$ cat src/rtl/sdram_pkg.sv
// Shared SDRAM controller definitions: command encodings,
// default timing, read-path state encoding and helpers.
package sdram_pkg;

  localparam logic [3:0] CMD_NOP    = 4'b0111;
  localparam logic [3:0] CMD_ACTIVE = 4'b0011;
  localparam logic [3:0] CMD_READ   = 4'b0101;
  localparam logic [3:0] CMD_BSTOP  = 4'b0110;
  localparam logic [3:0] CMD_PRE    = 4'b0010;

  localparam int TRCD_DEF = 2;
  localparam int TRP_DEF  = 2;
  localparam int CL_DEF   = 3;

  localparam logic [1:0]  BA_IDLE   = 2'b11;
  localparam logic [12:0] ADDR_IDLE = 13'h1fff;
  localparam logic [12:0] ADDR_A10  = 13'h0400;

  localparam logic [9:0] BURST_MIN = 10'd4;
  localparam logic [9:0] BURST_MAX = 10'd512;

  typedef enum logic [8:0] {
    RD_IDLE   = 9'b000000001,
    RD_ACTIVE = 9'b000000010,
    RD_TRCD   = 9'b000000100,
    RD_READ   = 9'b000001000,
    RD_CL     = 9'b000010000,
    RD_DATA   = 9'b000100000,
    RD_PRE    = 9'b001000000,
    RD_TRP    = 9'b010000000,
    RD_END    = 9'b100000000
  } rd_state_e;

  function automatic logic [9:0] clamp_burst(
    input logic [9:0] len
  );
    if (len < BURST_MIN)      return BURST_MIN;
    else if (len > BURST_MAX) return BURST_MAX;
    else                      return len;
  endfunction

endpackage

$ cat src/rtl/sdram_read.sv
// SDRAM read engine: ACTIVE, READ, burst capture,
// BURST_STOP and PRECHARGE for one full-page burst.
module sdram_read
  import sdram_pkg::*;
#(
  parameter int TRCD_CLK = TRCD_DEF,
  parameter int TRP_CLK  = TRP_DEF,
  parameter int CAS_LAT  = CL_DEF
) (
  input  logic        sys_clk,
  input  logic        sys_rst_n,
  input  logic        init_end,
  input  logic        rd_en,
  input  logic [23:0] rd_addr_in,
  input  logic [9:0]  rd_burst_len,
  input  logic [15:0] rd_data_in,
  output logic        rd_end,
  output logic [3:0]  rd_cmd,
  output logic [1:0]  rd_ba,
  output logic [12:0] rd_addr,
  output logic        rd_ack,
  output logic [15:0] rd_sdram_data
);

  localparam logic [9:0] TRCD_LAST = 10'(TRCD_CLK - 1);
  localparam logic [9:0] CL_LAST   = 10'(CAS_LAT - 2);
  localparam logic [9:0] TRP_LAST  = 10'(TRP_CLK - 1);
  localparam logic [9:0] CL_W      = 10'(CAS_LAT);

  rd_state_e   r_state;
  rd_state_e   w_next;
  logic [9:0]  r_cnt;
  logic [1:0]  r_ba;
  logic [12:0] r_row;
  logic [8:0]  r_col;
  logic [9:0]  r_len;
  logic        r_ack;
  logic [15:0] r_data;

  logic [3:0]  w_cmd;
  logic [1:0]  w_ba;
  logic [12:0] w_addr;
  logic        w_end;
  logic        w_grant;
  logic [9:0]  w_stop_cnt;
  logic [9:0]  w_last_cnt;

  assign w_grant    = init_end & rd_en;
  assign w_stop_cnt = r_len - CL_W;
  assign w_last_cnt = r_len - 10'd1;

  always_ff @(posedge sys_clk or negedge sys_rst_n) begin
    if (!sys_rst_n) begin
      r_state <= RD_IDLE;
      r_cnt   <= '0;
    end else begin
      r_state <= w_next;
      r_cnt   <= (w_next != r_state) ? '0 : r_cnt + 10'd1;
    end
  end

  // Request fields are frozen at grant for the whole burst.
  always_ff @(posedge sys_clk or negedge sys_rst_n) begin
    if (!sys_rst_n) begin
      r_ba  <= '0;
      r_row <= '0;
      r_col <= '0;
      r_len <= BURST_MIN;
    end else if (r_state == RD_IDLE && w_grant) begin
      r_ba  <= rd_addr_in[23:22];
      r_row <= rd_addr_in[21:9];
      r_col <= rd_addr_in[8:0];
      r_len <= clamp_burst(rd_burst_len);
    end
  end

  always_ff @(posedge sys_clk or negedge sys_rst_n) begin
    if (!sys_rst_n) begin
      r_ack  <= 1'b0;
      r_data <= '0;
    end else begin
      r_ack  <= (r_state == RD_DATA);
      r_data <= rd_data_in;
    end
  end

  always_comb begin
    w_next = r_state;
    w_cmd  = CMD_NOP;
    w_ba   = BA_IDLE;
    w_addr = ADDR_IDLE;
    w_end  = 1'b0;
    unique case (r_state)
      RD_IDLE: begin
        if (w_grant) w_next = RD_ACTIVE;
      end
      RD_ACTIVE: begin
        w_cmd  = CMD_ACTIVE;
        w_ba   = r_ba;
        w_addr = r_row;
        w_next = RD_TRCD;
      end
      RD_TRCD: begin
        if (r_cnt == TRCD_LAST) w_next = RD_READ;
      end
      RD_READ: begin
        w_cmd  = CMD_READ;
        w_ba   = r_ba;
        w_addr = {4'b0000, r_col};
        w_next = RD_CL;
      end
      RD_CL: begin
        if (r_cnt == CL_LAST) w_next = RD_DATA;
      end
      RD_DATA: begin
        if (r_cnt == w_stop_cnt) w_cmd = CMD_BSTOP;
        if (r_cnt == w_last_cnt) w_next = RD_PRE;
      end
      RD_PRE: begin
        w_cmd  = CMD_PRE;
        w_ba   = r_ba;
        w_addr = ADDR_A10;
        w_next = RD_TRP;
      end
      RD_TRP: begin
        if (r_cnt == TRP_LAST) w_next = RD_END;
      end
      RD_END: begin
        w_end  = 1'b1;
        w_next = RD_IDLE;
      end
      default: w_next = RD_IDLE;
    endcase
  end

  assign rd_cmd        = w_cmd;
  assign rd_ba         = w_ba;
  assign rd_addr       = w_addr;
  assign rd_end        = w_end;
  assign rd_ack        = r_ack;
  assign rd_sdram_data = r_data;

endmodule

$ cat config.mk
export PLATFORM = sky130hd
export DESIGN_NAME = sdram_read
export DESIGN_NICKNAME = d
export VERILOG_FILES = /design/src/rtl/sdram_pkg.sv /design/src/rtl/sdram_read.sv
export SDC_FILE = /design/constraint.sdc
export NUM_CORES = 1
export LEC_CHECK = 0
export ABC_CLOCK_PERIOD_IN_PS = 2650
export BUFFER_PORTS_ARGS = -buffer_cell sky130_fd_sc_hd__buf_2
export CELL_PAD_IN_SITES_DETAIL_PLACEMENT = 1
export CELL_PAD_IN_SITES_GLOBAL_PLACEMENT = 1
export CORE_AREA = 2 2 101 103
export CTS_BUF_LIST = sky130_fd_sc_hd__clkbuf_2 sky130_fd_sc_hd__clkbuf_4 sky130_fd_sc_hd__clkbuf_8
export CTS_CLUSTER_DIAMETER = 100
export DETAILED_ROUTE_END_ITERATION = 10
export DIE_AREA = 0 0 103 105
export PLACE_DENSITY_LB_ADDON = 0.1
export REMOVE_ABC_BUFFERS = 1
export SYNTH_ARGS = -nofsm -noshare
export SYNTH_HDL_FRONTEND = slang
export SYNTH_SLANG_ARGS = --single-unit
$ cat constraint.sdc
create_clock -name sys_clk -period 2.65 [get_ports sys_clk]
set_clock_uncertainty 0.15 [all_clocks]
set_input_delay 0.53 -clock sys_clk [delete_from_list [all_inputs] [get_ports sys_clk]]
set_output_delay 0.53 -clock sys_clk [all_outputs]
set_load 0.03 [all_outputs]
Word level (Yosys, flattened, before mapping)

Index checks and enable logic that the tools add are counted.

Bits in registers: 70
Bits in latches: 0
Bits in writable memories: 0
ROM bits: 0
Input port bits: 54
Output and inout bits: 37
Memories kept: 0

$add $sub $neg: 3
$mul: 0
Div/mod/pow operators: 0
Magnitude comparators: 2
Equality and inequality tests: 13
Shifts and indexed selects: 0
Mux-type cells: 14
Bitwise logic cells: 1
Reductions and logical operators: 2

Operators with widths:

| cell                  | number |
|---|---|
| $pmux 9 s8            | 1 |
| $mux 9                | 5 |
| $pmux 13 s3           | 1 |
| $mux 10               | 3 |
| $eq 10x10->1          | 2 |
| $pmux 3 s4            | 1 |
| $add 10x1->10 const B | 1 |
| $eq 10x1->1 const B   | 1 |
| $gt 10x10->1 const B  | 1 |
| $lt 10x3->1 const B   | 1 |
| $sub 10x1->10 const B | 1 |
| $sub 10x2->10 const B | 1 |
| $eq 9x1->1 const B    | 1 |
| $eq 9x2->1 const B    | 1 |
| $eq 9x3->1 const B    | 1 |
| $eq 9x4->1 const B    | 1 |
| $eq 9x5->1 const B    | 1 |
| $eq 9x6->1 const B    | 1 |
| $eq 9x7->1 const B    | 1 |
| $eq 9x8->1 const B    | 1 |
| $eq 9x9->1 const B    | 1 |
| $ne 9x9->1            | 1 |
| $reduce_or 3->1       | 1 |
| $mux 1                | 2 |
| 3 further kinds       | 3 |

Longest topological paths before layout

Depth in word-level cells: 6
Gate-level depth with buffers: 10

Worst setup path after synthesis

No wires, ideal clock.

Kind: reg2out
From: register r_state[4]
To: output rd_addr[1]
Arrival time: 2044 ps
Required time: 1970 ps
Setup slack: -74 ps
Stages on the path, launching flop included: 7
Path through: dfrtp_1 buf_2 or4_4 nor3_2 nor3_1 buf_2 a221o_1

Longest elaborated chain between the ends: 2
Elaborated cells between the ends (all ways): 4
Those cells by class: eq/ne: 3; mux: 1

RTL lines:

| what                                     | line             | text |
|---|---|---|
| start, declared                          | sdram_read.sv:30 | `rd_state_e r_state;` |
| start signal, assigned                   | sdram_read.sv:57 | `r_state <= w_next;` |
| $eq 9x7->1, or another cell as far along | sdram_read.sv:93 | `unique case (r_state)` |
| $pmux 13 s3 *                            | sdram_read.sv:93 |  |
| end, declared                            | sdram_read.sv:20 | `output logic [12:0] rd_addr,` |

Mark *: on every way between the ends. The rest lies on a longest branch, timed or not.

Final worst setup path

From: register r_len[1]
To: output rd_cmd[0]

Longest elaborated chain between the ends: 4

RTL lines:

| what                   | line              | text |
|---|---|---|
| start, declared        | sdram_read.sv:36  | `logic [9:0] r_len;` |
| start signal, assigned | sdram_read.sv:73  | `r_len <= clamp_burst(rd_burst_len);` |
| $sub 10x2->10          | sdram_read.sv:49  | `assign w_stop_cnt = r_len - CL_W;` |
| $eq 10x10->1           | sdram_read.sv:116 | `if (r_cnt == w_stop_cnt) w_cmd = CMD_BSTOP;` |
| $mux 1                 | sdram_read.sv:116 |  |
| $pmux 3 s4             | sdram_read.sv:93  |  |
| end, declared          | sdram_read.sv:18  | `output logic [3:0] rd_cmd,` |

No other way between the ends.

==> results.cfg <==
[clocking]
clock_path_buffers = 2
cts_tree = done
path_clk_slew_ns = 0.09
numCtsBuffers = 9
cts_sinks = 70
htreeDepth = 3
clk_latency_ns = 0.35
hold_buffers = 0
cts_root_buf = clkbuf_8

[pwr]
vdd_drop_max_uv = 382.4
p_int_mw = 3.083
power_frac_clock_pct = 19.9
seq_power_share_pct = 32.0
p_per_area_nw_per_um2 = 1030
p_sw_mw = 2.058
leakage_nw = 2.375
fin_total_pwr_mw = 5.141
pwr-share-comb_pct = 48.1
swShare_pct = 40.03

[detailed_routing]
first_pass_iters = 4
drt-total-wl_um = 10340
drc_errors = 0
first_iter_violations = 90
vias = 3177
avgViaCountPerCell = 5.116
postRouteAntennaNets = 0
avgRoutedWirePerCell_um = 16.65

[critical_path]
cp-end-kind = output pin
arrival_ns = 2.21
r2r_start = r_state[3]
r2r_cells = 8
required_ns = 1.97
path_class = reg2out
r2r-end = r_cnt[6]
critPathLaunchType = flip-flop
r2r_slack_ns = 0.06
crit_fanout = 4

[final_layout]
syn_to_final_growth_pct = 39.41
fin_cells = 621
drive_above_1_share_pct = 39.75
final_nets = 541
antenna_cells = 0
filler_cell_count = 1136

[floorplanning]
placementRows = 36
die_area_um2 = 10820
io_pins = 91
core_um2 = 9639
start_util_pct = 37.15
die_y_um = 105
fp.dieW_um = 103

[worst_hold_path]
hp-class = in2async

[global_route]
grtUsageTotal_pct = 19.64
grt_pass1_wl_um = 16620
antenna_found_initial = 0
grt_overflow = 0
grt_pass1_vias = 3307
grt_start_max_net_pins = 35

[place]
dp_hpwl_um = 7054
gp_congestion = 0.8935
post-place-cells = 588
port_buffers = 89

[timing]
timing.slew.headroom_pct = 58.60
timing_hold_violations_final = 0
period_share_pct = 109.0
max_freq_ghz = 0.3461
min_period_ns = 2.890
rsz0062_at_grt = yes
fin_setup_tns_ns = -3.083
fin_ws_ns = -0.2397
finalSetupViolCount = 17
finalMaxSlewViolations = 0
worstMarginPinSlew_ns = 0.6190

[synthesis]
yosys.cell_types.count = 63
synth-simple-area-share_pct = 25.19
syn-instance-count = 368
synth_top_family_by_area = simple AND/OR/NAND/NOR gates
yosys_warnings = 0
synthesis.area_um2 = 3581
ys.flop_type = dfrtp_1
synth_mux_area_share_pct = 0.3145
synth_area_per_cell_um2 = 9.731
synth_xor_area_share_pct = 5.625
synth_fa_ha_area_share_pct = 1.398
synthArstFlopShare_pct = 100.0
synth_compound_area_share_pct = 14.33
ys_seq_elements = 70
synth_edf_count = 0
yosysSeqAreaShare_pct = 48.99

[run_status]
violations = negative setup slack
status = complete, but fails checks

[job]
drv_cap = 0
## final cells by class
cell class	count	area [um2]	share of cell area (%)
well taps	133	166.4	3.333
clock buffers	10	137.6	2.757
clock inverters	6	93.84	1.880
inverters	9	36.28	0.7268
multi-input cells	266	1881	37.67
repair buffers	127	917.1	18.37
flip-flops and latches	70	1760	35.26
## stage by stage
| step | setup WS [ns] | cell area [um2] | util [%] | hold WS [ns] |
|---|---|---|---|---|
| 3_3_place_gp | -0.06904 | 4277 | 44.37 | 0.2969 |
| 2_1_floorplan | -0.3623 | 3470 | - | 0.08441 |
| 3_5_place_dp | -0.03999 | 4277 | 44.37 | 0.3084 |
| 4_1_cts | -0.2431 | 4725 | 49.01 | 0.03074 |
| 6_report | -0.2397 | 4992 | 51.79 | 0.02671 |
| 5_1_grt | -0.3197 | 4992 | 51.79 | 0.05076 |
## per-layer routing
| metal | vias up | GRT usage [%] | wire (um) |
|---|---|---|---|
| li1 | 1512 | - | - |
| met1 | 1586 | 26.51 | 4590 |
| met2 | 69 | 30.84 | 5129 |
| met3 | 10 | 5.619 | 483 |
| met4 | 0 | 5.075 | 136 |
| met5 | - | 0 | 0 |
## repair_timing
action                                  CTS  global route
endpoints found under the setup margin   28            28
buffers inserted                          5            11
resized for setup                        48            34
hold endpoints to repair                  0             0
pin swaps                                 2             7
gates cloned                              0             1
## worst max-delay path by stage
stage / cells past startpoint / startpoint / endpoint
3_3_place_gp: 6 / r_state[7] / rd_cmd[0]
2_1_floorplan: 4 / r_state[3] / rd_addr[0]
4_1_cts: 6 / r_state[3] / rd_addr[2]
5_1_grt: 7 / r_state[2] / rd_cmd[0]
3_5_place_dp: 7 / r_len[0] / r_cnt[7]
6_report: 6 / r_len[1] / rd_cmd[0]
## power by group through the flow
stage | Combinational [mW] | Clock (mW) | Sequential, mW
finish | 2.47 | 1.02 | 1.64
global route | 2.70 | 1.10 | 1.69
CTS | 2.02 | 1.05 | 1.64
detailed placement | 1.87 | 0 | 1.64
global placement | 1.82 | 0 | 1.63
floorplan | 1.23 | 0 | 1.64
## cells by family (layout without fill, tap and decap cells)
kind of cell               count (synthesis)  in the layout
muxes                                      1              1
DFF                                       70             70
adders and majority gates                  4              4
buffers and inverters                     32            152
other                                      1              1
xor gates and xnor gates                  23             23
AOI/OAI and AO/OA                         65             65
and+or+nand+nor                          172            172
## cells in the mapped netlist (3+ instances only)
library cell | count | area, um2
nor3_1 | 11 | 55.05
clkbuf_1 | 14 | 52.55
a221o_1 | 9 | 90.09
nor4_1 | 5 | 31.28
nand3b_1 | 4 | 30.03
and3_1 | 3 | 18.77
nand2_1 | 91 | 341.6
a21oi_1 | 7 | 35.03
a22o_1 | 3 | 26.28
dfrtp_1 | 68 | 1702
buf_2 | 5 | 25.02
a21o_1 | 8 | 60.06
xor2_1 | 10 | 87.58
inv_1 | 9 | 33.78
xnor2_1 | 13 | 113.9
nand3_1 | 7 | 35.03
nor2b_1 | 3 | 18.77
ha_1 | 4 | 50.05
nand4b_1 | 4 | 35.03
nand2b_1 | 3 | 18.77
or2_2 | 3 | 18.77
and2_1 | 4 | 25.02
a211oi_1 | 12 | 90.09
o21ai_0 | 9 | 45.04
nor2_1 | 9 | 33.78
and4b_1 | 3 | 30.03
or4_4 | 3 | 33.78
## critical path, stage by stage, from the launching register on
cell      delay [ns]
dfrtp_2         0.43
buf_4           0.15
a2111o_1        0.46
or3_1           0.33
a22oi_2         0.24
a21oi_2         0.10
buf_6           0.15
## state kept, by name, indices dropped and copies added, names as in the netlist
register / count
r_cnt: 10
r_col: 9
rd_sdram_data: 16
r_ba: 2
rd_ack: 1
r_len: 10
r_state: 9
r_row: 13
## cell usage in the layout (no fill, tap or decap), types with 5 or more instances in the layout
cell type | netlist | final
xnor2_1 | 13 | 13
xor2_1 | 10 | 8
nor2_1 | 9 | 8
a21o_1 | 8 | 8
nor3_1 | 11 | 10
a221o_1 | 9 | 9
buf_6 | 2 | 15
dfrtp_2 | 0 | 5
o21ai_0 | 9 | 9
nand2_1 | 91 | 91
a21oi_1 | 7 | 6
dfrtp_1 | 68 | 63
buf_2 | 5 | 72
buf_4 | 1 | 33
nand3_1 | 7 | 6
inv_1 | 9 | 7
clkbuf_8 | 0 | 10
a211oi_2 | 2 | 10
buf_12 | 0 | 5
(Power assumes the default switching activity.)
